===== src/rtl/pkt_hdr_parser_pkg.sv =====
`default_nettype none
// ============================================================================
// Module   : pkt_h (package)
// Purpose  : Shared types for pkt_hdr_parser: descriptor, header layout, states.
// Revision : 1.0
// ============================================================================
package pkt_h;

    localparam int c_hdr_flow_msb = 63;
    localparam int c_hdr_flow_lsb = 48;
    localparam int c_hdr_prio_msb = 47;
    localparam int c_hdr_prio_lsb = 40;
    localparam int c_hdr_src_msb  = 39;
    localparam int c_hdr_src_lsb  = 32;
    localparam int c_hdr_dst_msb  = 31;
    localparam int c_hdr_dst_lsb  = 24;
    localparam int c_hdr_len_msb  = 23;
    localparam int c_hdr_len_lsb  = 8;
    localparam int c_hdr_chk_msb  = 7;
    localparam int c_hdr_chk_lsb  = 0;

    typedef struct packed {
        logic [15:0] flow_id;
        logic [7:0]  prio;
        logic [7:0]  src_id;
        logic [7:0]  dst_id;
        logic [15:0] len;
    } pkHeadInfo;

    typedef enum logic [1:0] {
        IDLE = 2'd0,
        BODY = 2'd1,
        EMIT = 2'd2
    } parser_state_e;

    function automatic pkHeadInfo decode_hdr(input logic [63:0] w);
        pkHeadInfo h;
        h.flow_id = w[c_hdr_flow_msb:c_hdr_flow_lsb];
        h.prio    = w[c_hdr_prio_msb:c_hdr_prio_lsb];
        h.src_id  = w[c_hdr_src_msb:c_hdr_src_lsb];
        h.dst_id  = w[c_hdr_dst_msb:c_hdr_dst_lsb];
        h.len     = w[c_hdr_len_msb:c_hdr_len_lsb];
        return h;
    endfunction

endpackage
`default_nettype wire


===== src/rtl/pkt_hdr_parser_chksum.sv =====
`default_nettype none
// ============================================================================
// Module   : pkt_hdr_chksum
// Purpose  : Header checksum compare (XOR of bytes [63:56]..[15:8] vs [7:0]).
//            Present only when PKT_PARSER_CHKSUM_EN is defined.
// Revision : 1.0
// ============================================================================
`ifdef PKT_PARSER_CHKSUM_EN
module pkt_hdr_chksum
    import pkt_h::*;
(
    input  logic [63:0] i_hdr,
    output logic        o_chk_ok
);

    logic [7:0] w_xor;

    always_comb begin
        w_xor = 8'h00;
        for (int i = 1; i < 8; i++) begin
            w_xor = w_xor ^ i_hdr[i*8 +: 8];
        end
    end

    assign o_chk_ok = (w_xor == i_hdr[c_hdr_chk_msb:c_hdr_chk_lsb]);

endmodule
`endif
`default_nettype wire


===== src/rtl/pkt_hdr_parser.sv =====
`default_nettype none
// ============================================================================
// Module   : pkt_hdr_parser
// Purpose  : Decodes SOP/EOP framed 64-bit packets into pkHeadInfo descriptors,
//            length-checks them and drops/counts malformed ones.
//            Optional header checksum: PKT_PARSER_CHKSUM_EN.
// Revision : 1.0
// ============================================================================
module pkt_hdr_parser
    import pkt_h::*;
#(
    parameter int DWIDTH    = 64,
    parameter int MAX_WORDS = 256,
    parameter int CNT_W     = 32
) (
    input  logic              clk,
    input  logic              rst,
    input  logic              in_valid,
    output logic              in_ready,
    input  logic [DWIDTH-1:0] in_data,
    input  logic              in_sop,
    input  logic              in_eop,
    output logic              out_en,
    input  logic              out_ready,
    output pkHeadInfo         out_pkt_info,
    output logic [DWIDTH-1:0] out_data,
    output logic [CNT_W-1:0]  drop_cnt
);

    localparam int               WC_W        = $clog2(MAX_WORDS) + 1;
    localparam logic [WC_W-1:0]  c_max_cnt   = WC_W'(MAX_WORDS);
    localparam logic [31:0]      c_max_words = 32'(MAX_WORDS);

    parser_state_e     r_state;
    logic              r_in_ready;
    logic              r_out_en;
    logic              r_discard;
    logic [WC_W-1:0]   r_word_cnt;
    pkHeadInfo         r_hdr;
    logic [DWIDTH-1:0] r_out_data;
    logic [CNT_W-1:0]  r_drop_cnt;

    logic              w_accept;
    logic              w_in_discard;
    pkHeadInfo         w_beat_hdr;
    pkHeadInfo         w_hdr;
    logic [WC_W-1:0]   w_cnt_next;
    logic [16:0]       w_exp;
    logic [31:0]       w_exp32;
    logic [31:0]       w_cnt32;
    logic              w_chk_pass;
    logic              w_good;
    logic [1:0]        w_drop_inc;
    logic [CNT_W:0]    w_drop_sum;

    assign w_accept     = in_valid && r_in_ready;
    assign w_in_discard = (r_state == BODY) && r_discard;
    assign w_beat_hdr   = decode_hdr(in_data);

    // A sop beat is judged against its own header, not the latched one.
    assign w_hdr      = in_sop ? w_beat_hdr : r_hdr;
    assign w_cnt_next = in_sop ? WC_W'(1) : r_word_cnt + WC_W'(1);
    assign w_exp      = ({1'b0, w_hdr.len} + 17'd7) >> 3;
    assign w_exp32    = {15'd0, w_exp};
    assign w_cnt32    = {{(32-WC_W){1'b0}}, w_cnt_next};

`ifdef PKT_PARSER_CHKSUM_EN
    logic w_beat_chk_ok;
    logic r_chk_ok;

    pkt_hdr_chksum u_chksum (
        .i_hdr    (in_data),
        .o_chk_ok (w_beat_chk_ok)
    );

    always_ff @(posedge clk) begin
        if (rst) begin
            r_chk_ok <= 1'b0;
        end else if (w_accept && in_sop) begin
            r_chk_ok <= w_beat_chk_ok;
        end
    end

    assign w_chk_pass = in_sop ? w_beat_chk_ok : r_chk_ok;
`else
    assign w_chk_pass = 1'b1;
`endif

    assign w_good = (w_hdr.len != 16'd0) && (w_exp32 == w_cnt32) &&
                    (w_exp32 <= c_max_words) && w_chk_pass;

    // A sop that truncates a packet and is itself a bad single-word packet costs two drops.
    always_comb begin
        w_drop_inc = 2'd0;
        if (w_accept && (r_state != EMIT) && !w_in_discard) begin
            if (!in_sop && (r_state == IDLE)) begin
                w_drop_inc = 2'd1;
            end else begin
                if (in_sop && (r_state == BODY)) begin
                    w_drop_inc = 2'd1;
                end
                if (in_eop && !w_good) begin
                    w_drop_inc = w_drop_inc + 2'd1;
                end else if (!in_eop && !in_sop && (w_cnt_next == c_max_cnt)) begin
                    w_drop_inc = w_drop_inc + 2'd1;
                end
            end
        end
    end

    assign w_drop_sum = {1'b0, r_drop_cnt} + {{(CNT_W-1){1'b0}}, w_drop_inc};

    always_ff @(posedge clk) begin
        if (rst) begin
            r_drop_cnt <= '0;
        end else if (w_drop_sum[CNT_W]) begin
            r_drop_cnt <= '1;
        end else begin
            r_drop_cnt <= w_drop_sum[CNT_W-1:0];
        end
    end

    always_ff @(posedge clk) begin
        if (rst) begin
            r_state    <= IDLE;
            r_in_ready <= 1'b0;
            r_out_en   <= 1'b0;
            r_discard  <= 1'b0;
            r_word_cnt <= '0;
            r_hdr      <= '0;
            r_out_data <= '0;
        end else begin
            case (r_state)
                IDLE, BODY: begin
                    r_in_ready <= 1'b1;
                    if (w_accept) begin
                        if (w_in_discard) begin
                            if (in_eop) begin
                                r_discard <= 1'b0;
                                r_state   <= IDLE;
                            end
                        end else if (in_sop || (r_state == BODY)) begin
                            r_word_cnt <= w_cnt_next;
                            if (in_sop) begin
                                r_hdr      <= w_beat_hdr;
                                r_out_data <= '0;
                            end else if (r_word_cnt == WC_W'(1)) begin
                                r_out_data <= in_data;
                            end
                            if (in_eop) begin
                                if (w_good) begin
                                    r_state    <= EMIT;
                                    r_out_en   <= 1'b1;
                                    r_in_ready <= 1'b0;
                                end else begin
                                    r_state <= IDLE;
                                end
                            end else begin
                                r_state <= BODY;
                                if (!in_sop && (w_cnt_next == c_max_cnt)) begin
                                    r_discard <= 1'b1;
                                end
                            end
                        end
                    end
                end
                EMIT: begin
                    r_in_ready <= 1'b0;
                    if (out_ready) begin
                        r_out_en   <= 1'b0;
                        r_in_ready <= 1'b1;
                        r_state    <= IDLE;
                    end
                end
                default: begin
                    r_state <= IDLE;
                end
            endcase
        end
    end

    assign in_ready     = r_in_ready;
    assign out_en       = r_out_en;
    assign out_pkt_info = r_hdr;
    assign out_data     = r_out_data;
    assign drop_cnt     = r_drop_cnt;

endmodule
`default_nettype wire

===== config.mk =====
export PLATFORM = sky130hd
export DESIGN_NAME = pkt_hdr_parser
export DESIGN_NICKNAME = d
export VERILOG_FILES = /design/src/rtl/pkt_hdr_parser_pkg.sv /design/src/rtl/pkt_hdr_parser_chksum.sv /design/src/rtl/pkt_hdr_parser.sv
export SDC_FILE = /design/constraint.sdc
export NUM_CORES = 1
export LEC_CHECK = 0
export BUFFER_PORTS_ARGS = -buffer_cell sky130_fd_sc_hd__buf_2
export CAP_MARGIN = 20
export CORE_UTILIZATION = 52
export DETAILED_ROUTE_END_ITERATION = 10
export PLACE_DENSITY = 0.88
export REMOVE_ABC_BUFFERS = 1
export SYNTH_ARGS = -nofsm -noshare
export SYNTH_HDL_FRONTEND = slang
export SYNTH_SLANG_ARGS = --single-unit

===== constraint.sdc =====
create_clock -name clk -period 6.5 [get_ports clk]
set_clock_uncertainty 0.05 [all_clocks]
set_input_delay 0.975 -clock clk [delete_from_list [all_inputs] [get_ports clk]]
set_output_delay 0.975 -clock clk [all_outputs]
set_load 0.02 [all_outputs]

==> results by group, run 1 <==
Logic synthesis
  – Proportion of netlist area held by the largest area contributor: 0.4488
  – Total standard cell area after synthesis: 7405 um2
  – Most instantiated flip-flop cell in the synthesis netlist: sky130_fd_sc_hd__dfxtp_1
  – Number of warnings printed during yosys synthesis: 0
  – Number of storage elements in the synthesis netlist: 166
  – Count of distinct cell types in the synthesized netlist: 60
  – Number of enable flip-flop cells after synthesis: 0
  – Synth area leader: sky130_fd_sc_hd__dfxtp_1
  – Post-synthesis sequential area ratio: 0.4488
  – Cell types with the largest area share after synthesis: sky130_fd_sc_hd__dfxtp_1, sky130_fd_sc_hd__a21oi_1, sky130_fd_sc_hd__nand2_1
  – Number of cells produced by synthesis: 915
  – Average cell area after synthesis: approximately 8.1 um2
  – Asr flop ratio synth: 0

Finish
  – Proportion of layout cells with a drive suffix above 1: 0.2527
  – Filler cells: 1205
  – Storage element area: around 3300 um2
  – Final antenna diode count: 0
  – Syn-to-layout area delta: 24.38%
  – Multi-input gate area in the final layout: between 3000 and 4000 um2
  – Final nets: 1185

Placement
  – Routability congestion estimate from global placement: 0.8982
  – Setup slack at placement: a little under 0.07 ns
  – HPWL after detailed placement: 13450 um
  – Number of buffers inserted by port buffering: around 220

Floorplanning
  – Row Count: 43
  – Placeable core region: ~14000 um2
  – X dimension of the die: 121.3 um
  – Starting density of the core: 0.5334
  – Die footprint: 14720 um2
  – Floorplan die height: 121.3 um
  – Number of I/O pins: 224

Route
  – Antenna Violating Nets Remaining: 0
  – # DRC: 0
  – Final routed wirelength across all metal layers: slightly above 20000 um
  – Routed via count divided by cell count: 5.610
  – Number of design-rule violations left by the first detailed-router iteration: 466
  – DRT Pass-1 Iters: 7
  – DR WL/cell: roughly 16 um
  – Number of vias after detailed routing: roughly 7300

STA
  – RSZ-0062 raised after global routing: false
  – Sum of negative setup slack: 0 ns
  – Final period demand of the worst path: 6.102 ns
  – Normalized max-slew margin: 0.4011
  – Slew at the pin with the worst max-slew slack: 0.8984 ns
  – Count of endpoints failing setup in the final report: 0
  – Final worst setup slack: 0.3980 ns
  – Period Utilization, post-route: 0.9388
  – Fmax: 163.9 MHz
  – Final slew viol count: 0
  – Total count of hold-check failures in the final report: 0

Global route
  – Maximum number of pins on one net before global-route repair: 86
  – Initial antenna violation count: 0
  – Grt total ovfl: 0
  – Global-route wire length before repair: 32280 um
  – Vias in the first global route: between 6000 and 7000
  – Overall global routing resource usage: 0.2747

Critical path
  – Critical Path Fanout Max: 28
  – Data required, critical path: 6.77 ns
  – Crit path DAT: 6.38 ns
  – Category of the most critical setup path: in2reg
  – Endpoint kind of the worst setup timing path: flip-flop
  – CP Launch Type: input pin

Run status
  – Run status: finished, final reports clean

Clock tree
  – Post-CTS repair timing setup buffer count: 0
  – Master cell of the clock root buffer: sky130_fd_sc_hd__clkbuf_16
  – Clock tree from TritonCTS: yes
  – Count of H-tree levels built during CTS: 4
  – Clock-pin slew of the registers on the worst-case setup and hold paths: 0.06 ns
  – CTS buffer count: 17
  – Deepest clock path buffer count: 2
  – Clock Latency Late Sink: 0.41 ns
  – # hold bufs at CTS: 0
  – Sink Count: 166
  – Post-CTS resize count: 0

Power
  – Peak ir drop on the vdd network: 0.2890 mV
  – Static leakage: 3.733 nW
  – Power Dens Cells: around 240 nW/um2

Hold path
  – Worst hold path class: reg2reg

Flow run
  – Number of violations of the max-capacitance limit: 0
-- flip-flops by register name, summed over array words and instances, names as in the netlist --
register      flops
drop_cnt         32
in_ready          1
out_data         64
out_en            1
out_pkt_info     56
r_discard         1
r_state           2
r_word_cnt        9
-- worst paths after layout --
check / start / end / slack (ns) / cells past startpoint
hold reg to reg: out_data[13]$_SDFFE_PP0P_ / out_data[13]$_SDFFE_PP0P_ / 0.40 / 2
hold / removal: out_data[13]$_SDFFE_PP0P_ / out_data[13]$_SDFFE_PP0P_ / 0.40 / 2
setup reg to reg: r_word_cnt[2]$_SDFFE_PP0P_ / drop_cnt[13]$_SDFF_PP0_ / 0.66 / 21
setup / recovery: in_sop / drop_cnt[13]$_SDFF_PP0_ / 0.40 / 22
-- layout by cell type (no fill, tap or decap), types with 17 or more instances in the layout --
cell / count
sky130_fd_sc_hd__a21oi_1: 167
sky130_fd_sc_hd__buf_2: 222
sky130_fd_sc_hd__clkbuf_16: 17
sky130_fd_sc_hd__dfxtp_1: 166
sky130_fd_sc_hd__nand2_1: 210
sky130_fd_sc_hd__nand3_1: 23
sky130_fd_sc_hd__nand3b_1: 66
sky130_fd_sc_hd__nor2_1: 36
sky130_fd_sc_hd__xnor2_1: 25
-- synthesized netlist by cell type (10+ instances only) --
cell type and instances:
sky130_fd_sc_hd__a21oi_1 167, sky130_fd_sc_hd__buf_2 10, sky130_fd_sc_hd__clkbuf_1 51, sky130_fd_sc_hd__dfxtp_1 166, sky130_fd_sc_hd__inv_1 11, sky130_fd_sc_hd__mux2i_1 12, sky130_fd_sc_hd__nand2_1 211, sky130_fd_sc_hd__nand3_1 23
sky130_fd_sc_hd__nand3b_1 66, sky130_fd_sc_hd__nor2_1 37, sky130_fd_sc_hd__o21ai_0 10, sky130_fd_sc_hd__xnor2_1 25, sky130_fd_sc_hd__xor2_1 15
-- kinds of logic (layout without fill, tap and decap cells) --
logic type                 after synthesis  in the layout  share of synthesized area
xor gates and xnor gates                40             40                    0.04731
muxes                                   15             15                    0.02078
and+or+nand+nor                        406            406                     0.2751
AOI/OAI and AO/OA                      208            208                     0.1561
adders and majority gates                6              6                    0.01115
buffers and inverters                   74            279                    0.04072
DFF                                    166            166                     0.4488
-- power by group --
group,switching (W),total (W),internal (W)
sequential,0.0000153,0.00105,0.00104
combinational,0.000133,0.000207,0.0000741
clock,0.000389,0.000960,0.000572
total,0.000537,0.00222,0.00168
-- cell type report --
cell class              instances  share of cell area
clock buffers                  22             0.04931
clock inverters                 8             0.01100
inverters                      11            0.004483
multi-input cells             675              0.4141
flip-flops and latches        166              0.3608
well taps                     180             0.02445
repair buffers                238              0.1359
-- per-stage QoR --
step                      area, um2  std cells  hold slack [ns]  total power [W]  utilization
after floorplan                7144        852           0.4059         0.001174            -
after global placement         8621       1269           0.3849         0.001273       0.6211
after detailed placement       8621       1269           0.3899         0.001278       0.6211
after CTS                      9176       1299           0.3979         0.002235       0.6611
after global routing           9210       1300           0.4122         0.002300       0.6635
final                          9210       1300           0.3964         0.002220       0.6635
-- layer usage --
metal	vias to the layer above	GRT usage	share of wire
met5	-	0	0
met4	0	0.1381	0.035
met1	3372	0.3368	0.42
met3	55	0.07519	0.080
met2	338	0.4403	0.47
li1	3528	-	-
-- worst max-delay path: stages --
cell and delay (ns):
sky130_fd_sc_hd__buf_2 0.27, sky130_fd_sc_hd__or4b_1 0.46, sky130_fd_sc_hd__o22ai_1 0.13, sky130_fd_sc_hd__o221ai_1 0.16
sky130_fd_sc_hd__o311ai_1 0.32, sky130_fd_sc_hd__nor2_1 0.10, sky130_fd_sc_hd__and3_1 0.19, sky130_fd_sc_hd__a41o_2 0.26
sky130_fd_sc_hd__a311o_1 0.35, sky130_fd_sc_hd__a311oi_1 0.25, sky130_fd_sc_hd__ha_1 0.22, sky130_fd_sc_hd__inv_1 0.06
sky130_fd_sc_hd__fa_1 0.41, sky130_fd_sc_hd__and3b_1 0.32, sky130_fd_sc_hd__nand4_1 0.18, sky130_fd_sc_hd__or2_2 0.37
sky130_fd_sc_hd__nor3_1 0.39, sky130_fd_sc_hd__nand2_1 0.14, sky130_fd_sc_hd__nor2_1 0.25, sky130_fd_sc_hd__nand3_1 0.11
sky130_fd_sc_hd__buf_4 0.24, sky130_fd_sc_hd__a21oi_1 0.20
(Power assumes the default switching activity.)
==> run 2: changes to the inputs <==
--- a/config.mk
+++ b/config.mk
@@ -8,4 +8,5 @@
 export BUFFER_PORTS_ARGS = -buffer_cell sky130_fd_sc_hd__buf_2
 export CAP_MARGIN = 20
+export CORE_MARGIN = 5
 export CORE_UTILIZATION = 52
 export DETAILED_ROUTE_END_ITERATION = 10
--- a/constraint.sdc
+++ b/constraint.sdc
@@ -3,3 +3,3 @@
 set_input_delay 0.975 -clock clk [delete_from_list [all_inputs] [get_ports clk]]
 set_output_delay 0.975 -clock clk [all_outputs]
-set_load 0.02 [all_outputs]
+set_load 0.1 [all_outputs]
==> results by group, run 2 (same netlist as run 1, synthesis figures left out) <==
Run status
  – Run status: finished, final reports clean

STA
  – Total count of hold-check failures in the final report: 0
  – Final period demand of the worst path: around 6.1 ns
  – Slew at the pin with the worst max-slew slack: roughly 0.96 ns
  – Period Utilization, post-route: 0.9331
  – Sum of negative setup slack: 0 ns
  – WHS: just under 0.4 ns
  – Final slew viol count: 0
  – Count of endpoints failing setup in the final report: 0
  – Normalized max-slew margin: 0.3578
  – Fmax: approximately 160 MHz

Critical path
  – Critical Path Fanout Max: 20
  – Cells traversed along the worst timing path: buf_2 -> buf_4 -> nand4_1 -> a2111oi_4 -> buf_4 -> a21oi_1 -> xnor2_1 -> nor2b_1 -> a41o_2 -> a311o_1 -> a311oi_1 -> ha_1 -> inv_1 -> fa_1 -> and3b_1 -> nand4_1 -> or2_2 -> nor3_1 -> nand2_1 -> nor2_1 -> nand3_1 -> buf_4 -> a21oi_1
  – Category of the most critical setup path: in2reg
  – Reg-to-reg critical path startpoint: r_word_cnt[0]$_SDFFE_PP0P_
  – Data required, critical path: slightly below 7 ns
  – FF-to-FF End: drop_cnt[5]$_SDFF_PP0_
  – Crit path DAT: 6.35 ns
  – Setup slack of the worst register-to-register path: 0.78 ns
  – Logic depth of the worst register-to-register path: 21
  – Cell family with most CP delay: simple AND/OR/NAND/NOR gates
  – Cell seen most often among critical-path stages: sky130_fd_sc_hd__buf_4
  – Endpoint kind of the worst setup timing path: flip-flop
  – Worst path slowest cell: sky130_fd_sc_hd__fa_1
  – Delay contributed by the slowest stage of the critical path: approximately 0.4 ns
  – Sum of buffers and inverters on the critical path: 5
  – CP Launch Type: input pin

Route
  – DR WL/cell: 16.05 um
  – # DRC: 0
  – Final routed wirelength across all metal layers: ~21000 um
  – Number of design-rule violations left by the first detailed-router iteration: 578
  – Routed via count divided by cell count: 5.575
  – Antenna Violating Nets Remaining: 0
  – Number of vias after detailed routing: 7259
  – DRT Pass-1 Iters: 5

Global route
  – Grt total ovfl: 0
  – Global-route wire length before repair: 33180 um
  – Vias in the first global route: 6634
  – Maximum number of pins on one net before global-route repair: 92
  – Initial antenna violation count: 0
  – Overall global routing resource usage: 0.2453

Placement
  – Number of buffers inserted by port buffering: 223
  – DP Cell Count: 1269
  – Routability congestion estimate from global placement: 0.9010
  – HPWL after detailed placement: 14440 um

Clock tree
  – Clock tree from TritonCTS: yes
  – Deepest clock path buffer count: 2
  – Post-CTS resize count: 0
  – CTS buffer count: 17
  – Clock Latency Late Sink: 0.42 ns
  – Clock-pin slew of the registers on the worst-case setup and hold paths: 0.06 ns
  – Master cell of the clock root buffer: sky130_fd_sc_hd__clkbuf_16
  – # hold bufs at CTS: 0
  – Post-CTS repair timing setup buffer count: 0
  – Count of H-tree levels built during CTS: 4
  – Sink Count: 166

Hold path
  – Worst Min Path Start: out_data[40]$_SDFFE_PP0P_
  – Instance count along the most critical hold path: 2
  – Endpoint, Worst Hold: out_data[40]$_SDFFE_PP0P_
  – Worst hold path class: reg2reg

Floorplanning
  – Row Count: between 40 and 50
  – X dimension of the die: 129.3 um
  – Placeable core region: 13930 um2
  – Starting density of the core: 0.5314
  – Number of I/O pins: 224
  – Floorplan die height: 129.3 um
  – Die footprint: 16730 um2

Flow run
  – Number of violations of the max-capacitance limit: 0

Power
  – Total design power: 0.002319 W
  – Peak ir drop on the vdd network: 0.1924 mV
  – Power Dens Cells: 252.1 nW/um2
  – Static leakage: 3.738 nW

Finish
  – Final nets: 1185
  – Final cell count without fillers: ~1300
  – Most common cell after layout, fill and taps aside: sky130_fd_sc_hd__buf_2
  – Proportion of layout cells with a drive suffix above 1: 0.2567
  – Commonest cells after routing, fill and taps aside: sky130_fd_sc_hd__buf_2, sky130_fd_sc_hd__nand2_1, sky130_fd_sc_hd__a21oi_1, sky130_fd_sc_hd__dfxtp_1, sky130_fd_sc_hd__nand3b_1
  – Syn-to-layout area delta: 24.25%
  – Filler cells: 1121
  – Final antenna diode count: 0
  – Flip-flop count of the largest register, all copies and words added: 64
-- run 2: layout make-up --
cell class,count,area [um2],area share
clock buffers,20,466.7,0.05073
clock inverters,12,92.59,0.01006
inverters,11,41.29,0.004488
multi-input cells,675,3807,0.4138
flip-flops and latches,166,3323,0.3612
well taps,180,225.2,0.02448
repair buffers,238,1244,0.1352
-- run 2: through the flow --
stage / worst slack, ns / utilization / instance area, um2
2_1_floorplan: 0.1715 / - / 7144
3_3_place_gp: 0.2946 / 0.6181 / 8613
3_5_place_dp: 0.1204 / 0.6196 / 8633
4_1_cts: 0.5065 / 0.6597 / 9193
5_1_grt: -0.003412 / 0.6602 / 9200
6_report: 0.4347 / 0.6602 / 9200
-- run 2: worst reg2reg max path: cells and delay by family (launching register included) --
kind | cells | cell delay (ns)
compound gates | 6 | 1.68
xor+xnor | 1 | 0.12
fa+ha+maj | 2 | 0.64
buf+inv | 2 | 0.28
flops | 1 | 0.48
mux | 1 | 0.10
simple gates | 9 | 2.32
-- run 2: per-layer routing --
layer / global-route usage / wire length (um) / vias up
met5: 0 / 0 / -
met4: 0.08462 / 507 / 0
met3: 0.05936 / 1656 / 41
met2: 0.4085 / 9978 / 303
met1: 0.3122 / 8755 / 3371
li1: - / - / 3544
-- run 2: worst max-delay path by stage --
stage	endpoint	depth (start not counted)	from
2_1_floorplan	drop_cnt[0]$_SDFF_PP0_	20	out_pkt_info[5]$_SDFFE_PP0P_
3_3_place_gp	drop_cnt[1]$_SDFF_PP0_	21	in_sop
3_5_place_dp	drop_cnt[10]$_SDFF_PP0_	22	in_sop
4_1_cts	drop_cnt[10]$_SDFF_PP0_	21	in_sop
5_1_grt	drop_cnt[10]$_SDFF_PP0_	23	in_sop
6_report	drop_cnt[5]$_SDFF_PP0_	23	in_sop
-- run 2: report_power, final --
group / total [W] / internal, W / switching (W) / leakage (nW)
combinational: 0.000321 / 0.0000720 / 0.000249 / 2.12
clock: 0.000945 / 0.000524 / 0.000421 / 0.271
sequential: 0.00105 / 0.00104 / 0.0000156 / 1.34
total: 0.00232 / 0.00163 / 0.000685 / 3.74
==> run 3: changes to the inputs <==
--- a/config.mk
+++ b/config.mk
@@ -8,6 +8,7 @@
 export BUFFER_PORTS_ARGS = -buffer_cell sky130_fd_sc_hd__buf_2
 export CAP_MARGIN = 20
-export CORE_MARGIN = 5
+export CORE_MARGIN = 4
 export CORE_UTILIZATION = 52
+export CTS_CLUSTER_DIAMETER = 200
 export DETAILED_ROUTE_END_ITERATION = 10
 export PLACE_DENSITY = 0.88
--- a/constraint.sdc
+++ b/constraint.sdc
@@ -3,3 +3,3 @@
 set_input_delay 0.975 -clock clk [delete_from_list [all_inputs] [get_ports clk]]
 set_output_delay 0.975 -clock clk [all_outputs]
-set_load 0.1 [all_outputs]
+set_load 0.01 [all_outputs]
==> results by group, run 3 (same netlist as run 1, synthesis figures left out) <==
Route
  – Highest signal layer in the routed design: met4
  – Met3 wirelength from detailed routing: 1563 um
  – Antenna Violating Nets Remaining: 0
  – Number of design-rule violations left by the first detailed-router iteration: 461
  – Routed via count divided by cell count: 5.600
  – DR WL/cell: 16.08 um
  – # DRC: 0
  – DRT Pass-1 Iters: 5
  – Number of vias after detailed routing: 7285
  – Post-Route M1 WL: 8675 um
  – Met2 Wirelength: 10210 um
  – Final routed wirelength across all metal layers: between 20000 and 25000 um

Finish
  – Proportion of layout cells with a drive suffix above 1: 0.2533
  – Syn-to-layout area delta: 24.52%
  – Final std cell area, no fill: 9220 um2
  – Flip-flop count of the largest register, all copies and words added: 64
  – Final nets: 1187
  – Final antenna diode count: 0
  – Most common cell after layout, fill and taps aside: sky130_fd_sc_hd__buf_2
  – Commonest cells after routing, fill and taps aside: sky130_fd_sc_hd__buf_2, sky130_fd_sc_hd__nand2_1, sky130_fd_sc_hd__a21oi_1, sky130_fd_sc_hd__dfxtp_1, sky130_fd_sc_hd__nand3b_1
  – Final cell count without fillers: 1301

Placement
  – HPWL after detailed placement: around 14000 um
  – Number of buffers inserted by port buffering: 223
  – Routability congestion estimate from global placement: 0.9256
  – DP Cell Count: 1271
  – Setup slack at placement: 0.1548 ns
  – Post-Place Cell Area: approximately 8600 um2

Power
  – Peak ir drop on the vdd network: between 0.15 and 0.2 mV
  – Static leakage: between 3 and 4 nW
  – Power Dens Cells: 241.2 nW/um2

Clock tree
  – Post-CTS repair timing setup buffer count: 0
  – Sink Count: about 170
  – CTS buffer count: 17
  – Clock tree from TritonCTS: yes
  – Clock-pin slew of the registers on the worst-case setup and hold paths: 0.06 ns
  – Clock Latency Late Sink: 0.42 ns
  – Master cell of the clock root buffer: sky130_fd_sc_hd__clkbuf_16
  – Post-CTS resize count: 0
  – Deepest clock path buffer count: 2
  – Count of H-tree levels built during CTS: 4
  – # hold bufs at CTS: 0

STA
  – Final period demand of the worst path: 5.967 ns
  – Period Utilization, post-route: 0.9180
  – Count of endpoints failing setup in the final report: 0
  – Fmax: 167.6 MHz
  – Total count of hold-check failures in the final report: 0
  – Sum of negative setup slack: 0 ns
  – Slew at the pin with the worst max-slew slack: around 0.94 ns
  – Normalized max-slew margin: 0.3730
  – RSZ-0062 raised after global routing: false
  – Final slew viol count: 0
  – Final worst setup slack: around 0.53 ns

Global route
  – Grt total ovfl: 0
  – Overall global routing resource usage: 0.2515
  – Vias in the first global route: 6595
  – Global-route wire length before repair: approximately 33000 um
  – Initial antenna violation count: 0
  – Maximum number of pins on one net before global-route repair: 93

Run status
  – Run status: finished, final reports clean

Critical path
  – Critical Path Fanout Max: 23
  – CP Launch Type: input pin
  – Startpoint of the most critical setup path: in_sop
  – Crit path DAT: 6.26 ns
  – Data required, critical path: 6.79 ns
  – Endpoint kind of the worst setup timing path: flip-flop
  – Category of the most critical setup path: in2reg
  – Reg-to-reg critical path startpoint: out_pkt_info[5]$_SDFFE_PP0P_
  – Logic depth of the worst register-to-register path: 21

Hold path
  – Worst Min Path Start: out_data[62]$_SDFFE_PP0P_
  – Instance count along the most critical hold path: 2
  – Worst hold path class: reg2reg

Floorplanning
  – Starting density of the core: 0.5314
  – Floorplan die height: between 100 and 150 um
  – X dimension of the die: 127.3 um
  – Die footprint: between 15000 and 20000 um2
  – Number of I/O pins: 224
  – Placeable core region: between 10000 and 15000 um2
  – Row Count: 43

Flow run
  – Number of violations of the max-capacitance limit: 0
[run 3: cell count changes in the layout (fill, tap and decap cells not counted), sizes merged]
cell      previous run  this run
clkinvlp             3         2
clkinv               5         1
inv                 15        13
buf                238       240
bufinv               0         2
clkbuf              20        22
[run 3: final timing paths]
check / end / slack, ns
max: drop_cnt[7]$_SDFF_PP0_ / 0.53
max reg2reg: drop_cnt[7]$_SDFF_PP0_ / 0.73
min reg2reg: out_data[62]$_SDFFE_PP0P_ / 0.40
min: out_data[62]$_SDFFE_PP0P_ / 0.40
[run 3: metal layers]
layer  global-route usage  vias to the layer above
li1                     -                     3528
met1               0.3204                     3413
met2               0.4175                      298
met3              0.06145                       46
met4              0.08707                        0
met5                    0                        -
[run 3: where the power goes]
| part | internal [W] | total, W | switching, W |
|---|---|---|---|
| Sequential | 0.00104 | 0.00105 | 0.0000157 |
| Clock | 0.000581 | 0.000980 | 0.000398 |
| Combinational | 0.0000734 | 0.000191 | 0.000118 |
[run 3: through the flow]
step | hold WS, ns | utilization | power (W)
floorplan | 0.4059 | - | 0.001159
global placement | 0.3843 | 0.6199 | 0.001260
detailed placement | 0.3914 | 0.6199 | 0.001264
CTS | 0.3980 | 0.6602 | 0.002236
global route | 0.4169 | 0.6617 | 0.002299
finish | 0.3954 | 0.6617 | 0.002224
[run 3: final cells by class]
type / count / area (um2)
Fill cell: 1163 / 4715
Timing Repair Buffer: 240 / 1261
Multi-Input combinational cell: 675 / 3807
Clock inverter: 7 / 97.59
Clock buffer: 22 / 464.2
Tap cell: 180 / 225.2
Sequential cell: 166 / 3323
Inverter: 11 / 41.29
[run 3: worst max-delay path, cell delays in order]
cell,delay (ns)
sky130_fd_sc_hd__buf_4,0.24
sky130_fd_sc_hd__or4b_1,0.47
sky130_fd_sc_hd__o22ai_1,0.14
sky130_fd_sc_hd__o221ai_1,0.16
sky130_fd_sc_hd__o311ai_1,0.31
sky130_fd_sc_hd__nor2_1,0.10
sky130_fd_sc_hd__and3_1,0.20
sky130_fd_sc_hd__a41o_2,0.26
sky130_fd_sc_hd__a311o_1,0.36
sky130_fd_sc_hd__a311oi_1,0.23
sky130_fd_sc_hd__ha_1,0.22
sky130_fd_sc_hd__inv_1,0.06
sky130_fd_sc_hd__fa_1,0.42
sky130_fd_sc_hd__and3b_1,0.32
sky130_fd_sc_hd__nand4_1,0.18
sky130_fd_sc_hd__or2_2,0.36
sky130_fd_sc_hd__nor3_1,0.35
sky130_fd_sc_hd__nand2_1,0.12
sky130_fd_sc_hd__nor2_1,0.25
sky130_fd_sc_hd__nand3_1,0.15
sky130_fd_sc_hd__buf_4,0.22
sky130_fd_sc_hd__a21oi_1,0.14
